[src/rtl/hazard_control_unit_v2.sv]
// rtl/hazard_control_unit_v2.sv - ID-stage load-use/branch/MDU/mem-wait hazard control with stall counter
module hazard_control_unit_v2 #(
  parameter int REG_AW  = 5,
  parameter int MDU_LAT = 4,
  parameter int MDU_CW  = 3,
  parameter int CNT_W   = 16
) (
  input  logic              clk,
  input  logic              rst_n,
  input  logic [REG_AW-1:0] IF_ID_rs,
  input  logic [REG_AW-1:0] IF_ID_rt,
  input  logic              id_use_rs,
  input  logic              id_use_rt,
  input  logic              id_branch,
  input  logic              id_branch_taken,
  input  logic              id_mdu_op,
  input  logic              id_reads_hilo,
  input  logic              ID_EX_mem_read,
  input  logic              ID_EX_reg_write,
  input  logic [REG_AW-1:0] ID_EX_dest,
  input  logic              EX_MEM_mem_read,
  input  logic [REG_AW-1:0] EX_MEM_dest,
  input  logic              dmem_req,
  input  logic              dmem_ready,
  input  logic              perf_clr,
  output logic              pc_stall,
  output logic              IF_ID_stall,
  output logic              IF_ID_flush,
  output logic              mux_control_hazard,
  output logic              freeze,
  output logic [2:0]        stall_cause,
  output logic              mdu_busy,
  output logic [CNT_W-1:0]  stall_cycles
);

  localparam logic [MDU_CW-1:0] LAT = MDU_CW'(MDU_LAT);

  logic [MDU_CW-1:0] mdu_cnt;
  logic              ex_hit;
  logic              mem_hit;
  logic              data_stall;
  logic              mdu_stall;
  logic              mem_wait;
  logic              mdu_issue;

  // Operand match against EX and MEM destinations; $0 never creates a dependency
  always_comb begin
    ex_hit  = (id_use_rs && IF_ID_rs == ID_EX_dest  && ID_EX_dest  != '0) ||
              (id_use_rt && IF_ID_rt == ID_EX_dest  && ID_EX_dest  != '0);
    mem_hit = (id_use_rs && IF_ID_rs == EX_MEM_dest && EX_MEM_dest != '0) ||
              (id_use_rt && IF_ID_rt == EX_MEM_dest && EX_MEM_dest != '0);
  end

  // Hazard conditions: load-use, branch operands not yet available in ID, MDU busy, memory wait
  always_comb begin
    data_stall = (ID_EX_mem_read && ex_hit) ||
                 (id_branch && ID_EX_reg_write && ex_hit) ||
                 (id_branch && EX_MEM_mem_read && mem_hit);
    mdu_busy   = (mdu_cnt != '0);
    mdu_stall  = mdu_busy && (id_reads_hilo || id_mdu_op);
    mem_wait   = dmem_req && !dmem_ready;
    mdu_issue  = id_mdu_op && !data_stall && !mdu_stall && !mem_wait;
    stall_cause = {mem_wait, mdu_stall, data_stall};
  end

  // Output priority: mem wait freezes everything (no bubble), then ID stalls bubble, then taken-branch flush
  always_comb begin
    pc_stall           = 1'b0;
    IF_ID_stall        = 1'b0;
    IF_ID_flush        = 1'b0;
    mux_control_hazard = 1'b0;
    freeze             = 1'b0;
    if (mem_wait) begin
      freeze      = 1'b1;
      pc_stall    = 1'b1;
      IF_ID_stall = 1'b1;
    end else if (data_stall || mdu_stall) begin
      pc_stall           = 1'b1;
      IF_ID_stall        = 1'b1;
      mux_control_hazard = 1'b1;
    end else begin
      IF_ID_flush = id_branch && id_branch_taken;
    end
  end

  // MDU latency countdown: loads on issue, keeps draining even while the pipeline is frozen
  always_ff @(posedge clk or negedge rst_n) begin
    if (!rst_n) begin
      mdu_cnt <= '0;
    end else if (mdu_issue) begin
      mdu_cnt <= LAT;
    end else if (mdu_cnt != '0) begin
      mdu_cnt <= mdu_cnt - 1'b1;
    end
  end

  // Saturating count of PC-stall cycles, clear has priority
  always_ff @(posedge clk or negedge rst_n) begin
    if (!rst_n) begin
      stall_cycles <= '0;
    end else if (perf_clr) begin
      stall_cycles <= '0;
    end else if (pc_stall && stall_cycles != '1) begin
      stall_cycles <= stall_cycles + 1'b1;
    end
  end

endmodule

[config.mk]
export PLATFORM = sky130hd
export DESIGN_NAME = hazard_control_unit_v2
export DESIGN_NICKNAME = d
export VERILOG_FILES = /design/src/rtl/hazard_control_unit_v2.sv
export SDC_FILE = /design/constraint.sdc
export NUM_CORES = 1
export LEC_CHECK = 0
export ABC_AREA = 1
export BUFFER_PORTS_ARGS = -buffer_cell sky130_fd_sc_hd__buf_2
export CORE_MARGIN = 2
export CORE_UTILIZATION = 46
export DETAILED_ROUTE_END_ITERATION = 10
export PLACE_DENSITY = 0.89
export SYNTH_ARGS = -nofsm -noshare
export SYNTH_HDL_FRONTEND = slang
export SYNTH_SLANG_ARGS = --single-unit
[constraint.sdc]
create_clock -name clk -period 1.5 [get_ports clk]
set_input_delay 0.075 -clock clk [delete_from_list [all_inputs] [get_ports clk]]
set_output_delay 0.075 -clock clk [all_outputs]
set_load 0.005 [all_outputs]
==> impl_metrics.json, run 1 <==
{
  "status": "finished with violations",
  "failed_checks": "setup timing",
  "path_buf_inv": 6,
  "dp.cells": 399,
  "numPortBuffers": 58,
  "ir_worst_vdd_mv": 0.390,
  "cp-start-kind": "flop",
  "die_h_um": 65.4,
  "cts_root_buf": "clkbuf_8",
  "yosysTopAreaCell": "dfrtp_1",
  "final_cells": 415,
  "clockBufferDepth": 2,
  "via_per_inst": 5.23,
  "drt_iter0_markers": 346,
  "synth_cell_types": 26,
  "cts_tree": "yes",
  "multi_input_area_um2": 1080,
  "synthCells": 278,
  "drc": 0,
  "mappedNetlistArea_um2": 1730,
  "clock_sinks": 19,
  "cts_buffers": 3,
  "setup_ws_ns": -0.232,
  "gr-total-overflow": 0,
  "via_count": 2172,
  "cp-end-kind": "primary output",
  "critPathKind": "reg2out",
  "die_area_um2": 4270,
  "antenna_found_initial": 0,
  "first_pass_iters": 5,
  "register_area_um2": 475,
  "power_leakage_nw": 1.53,
  "drive_gt1_share_pct": 33.2,
  "crit_slowest_cell": "dfrtp_1",
  "setup_violations": 23,
  "htree_levels": 1,
  "finalMaxSlewViolations": 0,
  "ant_nets": 0,
  "skew_ns": 0.00192,
  "ys_top_cells_by_count": "nand2_1, inv_1, nor2_1",
  "grt_pass1_wl_um": 8730,
  "syn_area_per_cell_um2": 6.23,
  "max_freq_ghz": 0.577,
  "io_pins": 59,
  "synthTopCellsByArea": "dfrtp_1, nand2_1, inv_1",
  "final.fill_count": 293,
  "final_hold_viol_count": 0,
  "coreArea_um2": 3630,
  "dp_hpwl_um": 3600,
  "globalplace.congestion": 0.890,
  "initial_core_util_pct": 47.7,
  "wl_um": 5360,
  "slew_headroom_pct": 69.7,
  "synth-seq-cells": 19,
  "path_clk_slew_ns": 0.07,
  "synth_edf_count": 0,
  "ys_seq_area_share_pct": 27.5,
  "crit_fanout": 4,
  "cpPeakStageDelay_ns": 0.40,
  "power_density_nw_per_um2": 902,
  "syn_nets": 315,
  "synth_most_common_cell": "nand2_1",
  "synth_top_area_share_pct": 27.5,
  "diodes": 0,
  "grt_pass1_vias": 2032,
  "fp.dieW_um": 65.4,
  "finalCritPeriodShare_pct": 115,
  "grt_usage_pct": 25.9,
  "final_nets": 405,
  "max_slew.worst_pin.slew_ns": 0.454,
  "cp_top_family": "buffers and inverters",
  "maxCapViolCount": 0,
  "hold_path.class": "in2reg",
  "synthArstFlopShare_pct": 100,
  "fin_crit_ns": 1.73,
  "area_delta_synth_final_pct": 42.6,
  "cp_cell_sequence": "inv_2, ha_4, inv_4, nor2_4, inv_2, o21ai_2, nand4_1, buf_4, buf_6, buf_6",
  "clk_latency_ns": 0.26,
  "arrival_ns": 1.66,
  "final_util_pct": 67.9,
  "grt_max_degree": 33,
  "synth-main-ff-cell": "dfrtp_1",
  "rsz0062_at_grt": "yes",
  "wire_per_inst_um": 12.9,
  "yosys_warnings": 0,
  "cp.required_ns": 1.42,
  "rows": 22
}
-- cell families (layout without fill, tap and decap cells) --
group,Yosys count,after routing,synth area share [%]
adder cells (fa/ha/maj),3,3,2.17
XOR/XNOR,17,17,8.60
flip-flops,19,19,27.5
AO/OA/AOI/OAI,12,12,3.54
buffers and inverters,58,147,14.2
AND/OR/NAND/NOR,169,169,44.1
-- power breakdown --
group          internal [W]  switching (W)
registers          0.000577      0.0000530
clock network      0.000189       0.000177
logic              0.000638       0.000592
-- worst paths after layout --
| path | from | endpoint | slack (ns) | cells past startpoint |
|---|---|---|---|---|
| max | mdu_cnt[1] | IF_ID_stall | -0.23 | 10 |
| min | id_mdu_op | mdu_cnt[0] | 0.19 | 4 |
| max reg2reg | mdu_cnt[1] | stall_cycles[11] | -0.21 | 12 |
| min reg2reg | mdu_cnt[1] | mdu_cnt[1] | 0.59 | 2 |
| max in group asynchronous | rst_n | stall_cycles[2] | 0.90 | 2 |
| min in group asynchronous | rst_n | stall_cycles[10] | 0.29 | 2 |
-- final cells by class --
class,instances,share of cell area (%)
inverters,46,7.10
clock buffers,4,1.82
flip-flops and latches,19,19.3
repair buffers,97,25.8
multi-input cells,201,43.6
well taps,48,2.43
-- per-stage QoR --
step	hold WS, ns	cell area [um2]	total power, W	TNS, ns	worst slack, ns
floorplan	-0.221	1750	0.00107	-1.77	-0.126
global placement	0.0352	2220	0.00137	-0.664	-0.0483
detailed placement	0.0470	2220	0.00139	-2.23	-0.130
CTS	0.150	2450	0.00212	-3.28	-0.245
global route	0.220	2470	0.00238	-5.50	-0.320
finish	0.192	2470	0.00223	-3.11	-0.232
-- repair_timing --
action / CTS / global route
buffers inserted: 13 / 3
setup endpoints to repair: 23 / 25
hold buffers: 1 / 0
cloned: 1 / 0
pin swaps: 19 / 12
hold endpoints to repair: 19 / 0
gates resized for setup: 24 / 14
-- worst min-delay path, cell delays in order --
cell and delay [ns]:
buf_2 0.11, inv_1 0.09, nor2_4 0.10, nor2_1 0.04
-- sequential cells by signal (all words and copies together), names as in the netlist --
signal,flops
mdu_cnt,3
stall_cycles,16
-- per-layer routing --
layer	share of wire, %	wire length, um	vias to the layer above	global-route usage (%)
li1	-	-	1048	-
met1	40	2160	992	32.6
met2	49	2630	117	45.7
met3	7.9	423	15	2.74
met4	2.7	143	0	9.38
met5	0	0	-	0
-- cells in the final DEF, fill, tap and decap left out --
master	instances
nand2_1	80
nand3_1	30
o21ai_0	3
dfrtp_1	19
clkbuf_8	3
nand2_4	1
clkinv_1	1
nand4_4	1
inv_2	7
o22ai_1	1
nor3b_4	1
ha_4	2
inv_1	37
xor2_1	16
nor3_1	1
nand4_1	18
buf_2	54
a21oi_2	1
nor2_2	1
dlygate4sd3_1	1
o21ai_1	4
inv_4	1
xnor2_1	1
nand2_2	1
o21ai_2	3
nor2_4	3
nor2_1	32
clkbuf_1	1
buf_6	11
ha_2	1
buf_4	31
Power figures use the tool's default switching activity.
==> inputs of run 2 (changes only) <==
- GPL_TIMING_DRIVEN: default -> 0
==> run 2 against run 1 <==
Against the previous run: the flow still finishes with violations (setup timing); non-clock buffer count down 6; power is essentially flat; combinational power hardly changed; register-to-register slack about the same; largest power group unchanged.
==> impl_metrics.json, run 2 (synthesis results as in run 1) <==
{
  "area_delta_synth_final_pct": 43.6,
  "status": "finished with violations",
  "globalplace.congestion": 0.964,
  "fin_crit_ns": 1.74,
  "path_clk_slew_ns": 0.08,
  "final_nets": 399,
  "seqPwrFrac_pct": 29.0,
  "finalCritPeriodShare_pct": 116,
  "p_clk_share_pct": 17.2,
  "combPwrFrac_pct": 53.8,
  "slew_headroom_pct": 59.9,
  "io_pins": 59,
  "via_per_inst": 5.54,
  "final_hold_viol_count": 0,
  "power.net_switching_w": 0.000863,
  "final_cell_mix": "nand2_1, buf_2, inv_1",
  "tns_ns": -3.62,
  "power_density_nw_per_um2": 896,
  "largest_register_ffs": 16,
  "critPathKind": "reg2out",
  "rsz0062_at_grt": "yes",
  "regMostFlops": "stall_cycles",
  "hold-path-cell-count": 4,
  "swShare_pct": 38.8,
  "min_to": "stall_cycles[1]",
  "top_usage_layer": "met2",
  "max_freq_ghz": 0.575,
  "met1_usage_pct": 32.6,
  "final_common_cell": "nand2_1",
  "numPortBuffers": 58,
  "drive_gt1_share_pct": 36.0,
  "via_count": 2266,
  "drt_iter0_markers": 244,
  "power_leakage_nw": 1.49,
  "wl_um": 5850,
  "coreArea_um2": 3630,
  "clk_latency_ns": 0.27,
  "reg2regPathDepth": 12,
  "skew_ns": 0.00565,
  "dp_hpwl_um": 3410,
  "intPower_w": 0.00136,
  "fp.dieW_um": 65.4,
  "die_h_um": 65.4,
  "setup_ws_ns": -0.239,
  "setup_violations": 25,
  "cp-start-kind": "flop",
  "place_area_um2": 2100,
  "design_area_um2": 2490,
  "cts_buffers": 3,
  "first_pass_iters": 6,
  "grt_pass1_wl_um": 9660,
  "rows": 22,
  "grt_pass1_vias": 2182,
  "power_w": 0.00223,
  "failed_checks": "setup timing",
  "finalMaxSlewViolations": 0,
  "die_area_um2": 4270,
  "antenna_found_initial": 0,
  "r2r_slack_ns": -0.20,
  "ant_nets": 0,
  "maxCapViolCount": 0,
  "arrival_ns": 1.66,
  "dp.cells": 384,
  "reg.largest.list": "stall_cycles x16, mdu_cnt x3",
  "wire_per_inst_um": 14.3,
  "use_met3_pct": 4.97,
  "cts_root_buf": "clkbuf_8",
  "setup.worst_path.start": "mdu_cnt[1]",
  "grt_max_degree": 20,
  "hold_path.class": "in2reg",
  "cts_tree": "yes",
  "gr-total-overflow": 0,
  "min-delay-start": "perf_clr",
  "clockBufferDepth": 2,
  "crit_fanout": 4,
  "final_cells": 409,
  "initial_core_util_pct": 47.7,
  "cp-end-kind": "primary output",
  "htree_levels": 1,
  "clock_sinks": 19,
  "grtUsageMet2_pct": 50.6,
  "cp.required_ns": 1.42,
  "max_slew.worst_pin.slew_ns": 0.601,
  "timing.rr.end": "stall_cycles[5]",
  "r2r-start": "mdu_cnt[1]",
  "grt_usage_pct": 29.3,
  "ir_worst_vdd_mv": 0.452,
  "drc": 0,
  "diodes": 0
}
[run 2: cell types whose count changed in the layout (fill, tap and decap cells not counted), sizes merged]
cell    change
buf         -7
clkinv      +1
[run 2: layout make-up]
cell class	instances	area, um2
fill	300	1150
multi-input combinational	201	1140
timing repair buffer	80	493
sequential	19	478
inverter	46	173
buffer	11	91.3
tap	48	60.1
clock buffer	3	41.3
clock inverter	1	5.00
[run 2: power groups by stage]
| stage | registers [W] | clock network, W | logic [W] |
|---|---|---|---|
| global placement | 0.000644 | 0 | 0.000642 |
| finish | 0.000645 | 0.000383 | 0.00120 |
| global route | 0.000651 | 0.000396 | 0.00129 |
| CTS | 0.000641 | 0.000376 | 0.00106 |
| detailed placement | 0.000646 | 0 | 0.000669 |
| floorplan | 0.000637 | 0 | 0.000438 |
[run 2: how the worst max path moves through the flow]
stage | cells past startpoint | slack (ns) | endpoint
after CTS | 10 | -0.22 | pc_stall
after global placement | 9 | -0.35 | stall_cycles[14]
after floorplan | 9 | -0.13 | stall_cycles[2]
final | 10 | -0.24 | pc_stall
after detailed placement | 9 | -0.37 | stall_cycles[5]
after global routing | 10 | -0.30 | pc_stall
[run 2: repair_timing]
item,4_1_cts,5_1_grt
buffers inserted,16,3
gates cloned,2,0
hold buffers,1,0
gates resized for setup,43,5
endpoints found under the setup margin,24,25
hold endpoints to repair,19,0
pin swaps,23,3
[run 2: critical path: stages, from the launching register on]
cell	delay, ns
dfrtp_1	0.40
inv_2	0.09
ha_4	0.13
inv_2	0.04
nor2_4	0.08
inv_2	0.06
o21ai_4	0.06
nand4_1	0.15
buf_6	0.17
buf_6	0.11
buf_6	0.11
[run 2: layer usage]
metal,vias to the layer above,routed length (um)
li1,1041,-
met1,1034,2170
met2,149,2840
met3,42,481
met4,0,359
met5,-,0
[run 2: metrics by stage]
stage	setup WS (ns)	hold slack, ns	utilization, %
6_report	-0.239	0.174	68.4
3_3_place_gp	-0.346	0.0365	57.7
5_1_grt	-0.304	0.195	68.4
3_5_place_dp	-0.369	0.0464	57.7
2_1_floorplan	-0.126	-0.221	-
4_1_cts	-0.224	0.153	67.5
